### src/rtl/data_assembly_register_if.sv
// rtl/data_assembly_register_if.sv - control/data bundle between a byte producer and the assembly register
interface data_assembly_register_if #(
  parameter int BYTES = 4
);
  localparam int W  = 8 * BYTES;
  localparam int CW = $clog2(BYTES);

  logic          E;
  logic [2:0]    FunSel;
  logic [7:0]    I;
  logic          out_ready;
  logic [W-1:0]  DROut;
  logic [CW-1:0] Count;
  logic          WordValid;
  logic          Overflow;

  modport master (
    output E, FunSel, I, out_ready,
    input  DROut, Count, WordValid, Overflow
  );

  modport slave (
    input  E, FunSel, I, out_ready,
    output DROut, Count, WordValid, Overflow
  );
endinterface

### src/rtl/data_assembly_register.sv
// rtl/data_assembly_register.sv - byte-wide load/shift register with LE/BE word assembly and a valid/ready output
module data_assembly_register #(
  parameter int BYTES = 4
) (
  input  logic                    Clock,
  input  logic                    rst,
  data_assembly_register_if.slave bus
);
  localparam int W  = 8 * BYTES;
  localparam int CW = $clog2(BYTES);
  localparam logic [CW-1:0] LAST = CW'(BYTES - 1);

  logic [W-1:0]  r_dr;
  logic [CW-1:0] r_count;
  logic          r_valid;
  logic          r_ovf;

  logic [W-1:0]  w_dr_nxt;
  logic [CW-1:0] w_count_nxt;
  logic          w_valid_nxt;
  logic          w_ovf_nxt;
  logic          w_accept;
  logic          w_blocked;
  logic [CW-1:0] w_lane;

  // A completed word is taken when valid meets ready; a pending word with no
  // consumer blocks further assembly bytes.
  assign w_accept  = r_valid & bus.out_ready;
  assign w_blocked = r_valid & ~bus.out_ready;
  assign w_lane    = bus.FunSel[0] ? (LAST - r_count) : r_count;

  // Next-state selection: mode decode, byte-lane assembly and handshake.
  always_comb begin
    w_dr_nxt    = r_dr;
    w_count_nxt = r_count;
    w_valid_nxt = r_valid & ~w_accept;
    w_ovf_nxt   = 1'b0;
    if (bus.E) begin
      case (bus.FunSel)
        3'b000: begin
          w_dr_nxt    = {{(W-8){bus.I[7]}}, bus.I};
          w_count_nxt = '0;
          w_valid_nxt = 1'b0;
        end
        3'b001: begin
          w_dr_nxt    = {{(W-8){1'b0}}, bus.I};
          w_count_nxt = '0;
          w_valid_nxt = 1'b0;
        end
        3'b010: begin
          w_dr_nxt    = {r_dr[W-9:0], bus.I};
          w_count_nxt = '0;
          w_valid_nxt = 1'b0;
        end
        3'b011: begin
          w_dr_nxt    = {bus.I, r_dr[W-1:8]};
          w_count_nxt = '0;
          w_valid_nxt = 1'b0;
        end
        3'b100, 3'b101: begin
          if (w_blocked) begin
            // Pending word not consumed: drop the byte and flag it.
            w_ovf_nxt = 1'b1;
          end else begin
            // The first byte of a word starts from a clean register.
            w_dr_nxt = (r_count == '0) ? '0 : r_dr;
            w_dr_nxt[8*w_lane +: 8] = bus.I;
            if (r_count == LAST) begin
              w_count_nxt = '0;
              w_valid_nxt = 1'b1;
            end else begin
              w_count_nxt = r_count + 1'b1;
            end
          end
        end
        3'b110: begin
          w_count_nxt = '0;
          w_valid_nxt = 1'b0;
        end
        default: begin
        end
      endcase
    end
  end

  // State registers with synchronous active-high reset.
  always_ff @(posedge Clock) begin
    if (rst) begin
      r_dr    <= '0;
      r_count <= '0;
      r_valid <= 1'b0;
      r_ovf   <= 1'b0;
    end else begin
      r_dr    <= w_dr_nxt;
      r_count <= w_count_nxt;
      r_valid <= w_valid_nxt;
      r_ovf   <= w_ovf_nxt;
    end
  end

  assign bus.DROut     = r_dr;
  assign bus.Count     = r_count;
  assign bus.WordValid = r_valid;
  assign bus.Overflow  = r_ovf;
endmodule

### src/flat_wrapper.sv
// flat-port wrapper written by rule: the top's interface ports become plain ports
module data_assembly_register_flat 
#(
  parameter int BYTES = 4
)
  (Clock, rst, bus_E, bus_FunSel, bus_I, bus_out_ready, bus_DROut, bus_Count, bus_WordValid, bus_Overflow);
  data_assembly_register_if #(.BYTES(BYTES)) bus_i ();
  input  logic Clock;
  input  logic rst;
  input wire logic [$bits(bus_i.E)-1:0] bus_E;
  input wire logic [$bits(bus_i.FunSel)-1:0] bus_FunSel;
  input wire logic [$bits(bus_i.I)-1:0] bus_I;
  input wire logic [$bits(bus_i.out_ready)-1:0] bus_out_ready;
  output wire logic [$bits(bus_i.DROut)-1:0] bus_DROut;
  output wire logic [$bits(bus_i.Count)-1:0] bus_Count;
  output wire logic [$bits(bus_i.WordValid)-1:0] bus_WordValid;
  output wire logic [$bits(bus_i.Overflow)-1:0] bus_Overflow;
  assign bus_i.E = bus_E;
  assign bus_i.FunSel = bus_FunSel;
  assign bus_i.I = bus_I;
  assign bus_i.out_ready = bus_out_ready;
  assign bus_DROut = bus_i.DROut;
  assign bus_Count = bus_i.Count;
  assign bus_WordValid = bus_i.WordValid;
  assign bus_Overflow = bus_i.Overflow;
  data_assembly_register #(.BYTES(BYTES)) u_core (.Clock(Clock), .rst(rst), .bus(bus_i));
endmodule
### config.mk
export PLATFORM = sky130hd
export DESIGN_NAME = data_assembly_register_flat
export DESIGN_NICKNAME = d
export VERILOG_FILES = /design/src/rtl/data_assembly_register_if.sv /design/src/rtl/data_assembly_register.sv /design/src/flat_wrapper.sv
export SDC_FILE = /design/constraint.sdc
export NUM_CORES = 1
export LEC_CHECK = 0
export ABC_CLOCK_PERIOD_IN_PS = 6000
export BUFFER_PORTS_ARGS = -buffer_cell sky130_fd_sc_hd__buf_2
export CAP_MARGIN = 20
export CORE_MARGIN = 1
export CORE_UTILIZATION = 58
export CTS_BUF_LIST = sky130_fd_sc_hd__clkbuf_16
export DETAILED_ROUTE_END_ITERATION = 16
export GPL_TIMING_DRIVEN = 0
export PLACE_DENSITY_LB_ADDON = 0.12
export SLEW_MARGIN = 5
export SYNTH_ARGS = -nofsm -noshare
export SYNTH_HDL_FRONTEND = slang
export SYNTH_SLANG_ARGS = --single-unit
### constraint.sdc
create_clock -name Clock -period 6 [get_ports Clock]
set_input_delay 0.3 -clock Clock [delete_from_list [all_inputs] [get_ports Clock]]
set_output_delay 0.3 -clock Clock [all_outputs]
set_load 0.02 [all_outputs]
# == Yosys cells after proc, flatten, opt, wreduce, memory -nomap -nowiden ==
# Index checks and enable logic that the tools add are counted.
# totals
regBits,36
input_bits,15
out_inout_bits,36
wordCells,46
# classes
add_sub_neg,3
n_eq_ne,8
n_shift,2
muxes,13
n_bitwise,7
reduce_logical,9
# ops
cell,n
32-bit one-hot mux with 5 select lines,1
32-bit two-way mux,2
5-bit negation with 34-bit output,1
"8-bit by 34-bit variable shift with 32-bit output, first input constant",1
8-bit by 34-bit indexed part select with 32-bit output,1
32-bit bitwise mux,1
"3-bit equality test, second input constant",3
"3-bit by 2-bit equality test with 1-bit output, second input constant",2
2-bit two-way mux,3
3-bit AND reduction,2
5-bit nonzero test,1
5-bit OR reduction,1
1-bit two-way mux,4
1-bit inverter,4
2-bit one-hot mux with 2 select lines,1
1-bit bitwise AND,3
"3-bit by 1-bit equality test with 1-bit output, second input constant",1
3-bit zero test,1
3-bit OR reduction,1
"2-bit by 1-bit adder with 2-bit output, second input constant",1
"2-bit equality test, second input constant",1
2-bit zero test,1
"2-bit != test, second input constant",1
1-bit one-hot mux with 2 select lines,1
3 further kinds,3

# == Longest topological paths before layout ==
# logic_depth
ltp_word,7
ltp_mapped,8
depth_no_buf,6

# == Least setup slack after synthesis ==
# OpenSTA, ideal clock, no wires.
# synth_path
kind,register to register
startpoint,register u_core.r_count[1] (netlist: u_core.bus.Count[1])
endpoint,register u_core.r_dr[30] (netlist: u_core.bus.DROut[30])
setup_ps,88
arrival_ps,2095
t_required_ps,5912
slack_ps,3817
path_stages_with_launch,9
path_buffers,2
period_less_slack_ps,2183
path_cell_list,dfxtp_1 buf_2 inv_1 ha_1 nor3b_4 buf_6 nand2_1 mux2_2 a311oi_2
# synth_between
elab_chain_cells,7
word_cells_on_any_way,10
classes_between,2 x add/sub; 2 x shift; 5 x mux; 1 x reduce/logical
# synth_rtl
element,line,rtl
"start, declared",data_assembly_register.sv:14,logic [CW-1:0] r_count;
"start signal, assigned",data_assembly_register.sv:95,r_count <= w_count_nxt;
2-bit subtractor,data_assembly_register.sv:30,assign w_lane = bus.FunSel[0] ? (LAST - r_count) : r_count;
2-bit two-way mux,data_assembly_register.sv:30,
5-bit negation with 34-bit output,data_assembly_register.sv:67,w_dr_nxt[8*w_lane +: 8] = bus.I;
8-bit by 34-bit indexed part select with 32-bit output or 8-bit by 34-bit variable shift with 32-bit output (tied branches),data_assembly_register.sv:67,
32-bit bitwise mux (*),data_assembly_register.sv:67,
32-bit two-way mux (*),data_assembly_register.sv:61,if (w_blocked) begin
32-bit one-hot mux with 5 select lines (*),data_assembly_register.sv:39,case (bus.FunSel)
"end signal, assigned",data_assembly_register.sv:94,r_dr <= w_dr_nxt;
"end, declared",data_assembly_register.sv:13,logic [W-1:0] r_dr;
# Mark *: on every way between the ends. The rest lies on a longest branch, timed or not. The select of a mux whose other input is x is not followed.
# A chain may end at the register's enable or synchronous reset.

# == Worst setup path in the final report ==
# layout_path
startpoint,register u_core.r_count[1] (netlist: u_core.bus.Count[1])
endpoint,register u_core.r_dr[31] (netlist: u_core.bus.DROut[31])
# Same word-level chain as after synthesis.

==> reports/metrics.yaml <==
outcome:
  run_status: "completed"
floorplan:
  die_w_um: 70.9
  start_util_pct: 62.0
  rows: 24
  core_um2: 4440
  boundaryPins: 51
  die_area_um2: 5030
  fp.dieH_um: 70.9
sta:
  setup_viol: 0
  hold_violations: 0
  tns_ps: 0
  period_share_pct: 40.4
  finClkSkew_ps: 7.26
  maxSlewHeadroom_pct: 54.7
  fmax_ghz: 0.412
  period_minus_slack_ps: 2430
  drv_slew: 0
  rsz0062_at_grt: "false"
  tightestPinTransition_ps: 680
power_and_ir_drop:
  vdd_ir_drop_max_v: 0.000252
  total_power_mw: 0.860
  leakagePower_nw: 1.23
  p_per_area_nw_per_um2: 262
clock_network:
  numCtsBuffers: 5
  root_buffer: "clkbuf_16"
  cts_resized: 0
  clkLatencyLatePin_ps: 290
  cts.sinks: 36
  cts_tree: "yes"
  cts_setup_buffers: 0
  clockBufferDepth: 2
  htree_levels: 2
  hold_buffers: 0
  clk_pin_slew_worst_paths_ps: 60
setup_path:
  crit_fanout: 10
  r2r.worst_path.cells: 8
  timing.rr.start: "u_core.bus.Count[1]"
  timing.critical_path.to_type: "flip-flop"
  setup.worst_path.start_class: "flip-flop"
  critPathKind: "flip-flop to flip-flop"
  rrSetupSlack_ps: 3570
  worst_r2r_endpoint: "u_core.bus.DROut[31]"
  crit_required_ps: 6190
  crit_start: "u_core.bus.Count[1]"
  cp.arrival_ps: 2610
  critPathCapture: "u_core.bus.DROut[31]"
drt:
  firstDrtPassIters: 7
  drt_wl_total_mm: 8.40
  vias: 2857
  drt_first_iter_violations: 359
  drc_errors: 0
  routedWlPerCell_um: 18.9
  final_antenna_net_count: 0
  avgViaCountPerCell: 6.43
global_route:
  antenna_found_initial: 0
  grt_pass1_vias: 2655
  overflow: 0
  grt_first_pass_wirelength_mm: 13.3
  grt_usage_pct: 34.3
  grt_max_degree: 13
synth:
  yosys_warnings: 0
  synth.top_cell.area_share_pct: 26.2
  syn_avg_cell_area_um2: 8.22
  synth_area_um2: 2750
  yosysUniqueCellTypes: 35
  seq_area_frac_synth_pct: 26.2
  syn-num-nets: 352
  yosys.area.top_type: "dfxtp_1"
  synthTopCellsByArea: "dfxtp_1 26%, mux2_2 20%, nand2_1 7.2%"
  postSynthCellCount: 335
  ys_ff_latch: 36
cells_and_area:
  nNetsFinal: 408
  final_cell_mix: "56 x buf_2, 53 x nand2_1, 49 x mux2_2, 36 x dfxtp_1, 35 x nor2_1"
  syn_to_final_growth_pct: 19.1
  nFillCells: 348
  n_antenna_cell: 0
  final_common_cell: "buf_2"
  drive_above_1_share_pct: 33.4
placed_design:
  port-buffer-count: 49
  gp_congestion: 0.913
  dp_hpwl_mm: 5.89
flow_run:
  drv_cap: 0
min_path:
  holdCritPathClass: "input port to flip-flop"
-- cell type report --
type / count / area, um2 / share of cell area [%]
well taps: 52 / 65.1 / 1.98
clock buffers: 5 / 125 / 3.82
repair buffers: 49 / 245 / 7.48
inverters: 4 / 15.0 / 0.458
multi-input cells: 269 / 1870 / 57.2
flip-flops and latches: 36 / 721 / 22.0
plain buffers: 26 / 144 / 4.39
clock inverters: 3 / 90.1 / 2.75
-- stage by stage --
step,cells,instance area (um2),hold slack (ps),setup WS [ps],util (%)
floorplan,335,2750,411,3820,-
global placement,436,3060,511,3690,68.9
detailed placement,436,3060,518,3650,68.9
CTS,444,3280,280,3620,73.8
global route,444,3280,310,3460,73.8
finish,444,3280,283,3570,73.8
-- sequential cells by signal, indices dropped and copies added, names as in the netlist --
signal	flops
u_core.bus.Count	2
u_core.bus.DROut	32
u_core.bus.Overflow	1
u_core.bus.WordValid	1
-- routing by layer --
metal / part of all wire, % / vias up / track usage, %
met5: 0 / - / 0
met1: 44 / 1355 / 47.2
met2: 45 / 148 / 52.8
met4: 1.5 / 0 / 12.2
li1: - / 1341 / -
met3: 9.3 / 13 / 7.83
-- worst min path at each step --
stage	start	end	slack (ps)	cells past startpoint
after floorplan	bus_E	u_core.bus.WordValid	410	1
after global placement	u_core.bus.DROut[3]	u_core.bus.DROut[3]	510	2
after detailed placement	u_core.bus.DROut[28]	u_core.bus.DROut[28]	520	2
after CTS	bus_E	u_core.bus.WordValid	280	2
after global routing	bus_E	u_core.bus.WordValid	310	2
final	bus_E	u_core.bus.WordValid	280	2
-- critical path, stage by stage (launching register included) --
cell and delay (ps):
dfxtp_1 340, buf_2 210, inv_1 100, ha_1 420
nor3b_4 430, buf_6 220, nand2_1 60, mux2_2 270
a311oi_2 280
-- cells in the mapped netlist (all sizes together) --
cell / n
and3b: 3
a21oi: 12
a21o: 1
o32ai: 8
mux2i: 2
nand2: 53
nor4b: 1
a21boi: 1
and2: 1
nor2b: 5
inv: 4
ha: 2
nor2: 36
a211oi: 16
nor3b: 3
clkbuf: 11
a311oi: 24
dfxtp: 36
o31ai: 1
o21ai: 2
mux2: 49
or3: 1
buf: 15
nand3: 26
nand4b: 2
a221oi: 1
nand2b: 19
-- logic make-up after synthesis --
group / share of synthesized area (%)
mux: 20.8
simple gates: 26.7
flops: 26.2
fa+ha+maj: 0.909
buf+inv: 5.77
compound gates: 19.7
-- where the power goes --
part | switching, mW | leakage [nW] | internal, mW
Sequential | 0.0240 | 0.297 | 0.258
Clock | 0.108 | 0.104 | 0.280
Combinational | 0.116 | 0.833 | 0.0733
Total | 0.248 | 1.23 | 0.612
Power figures use the tool's default switching activity.
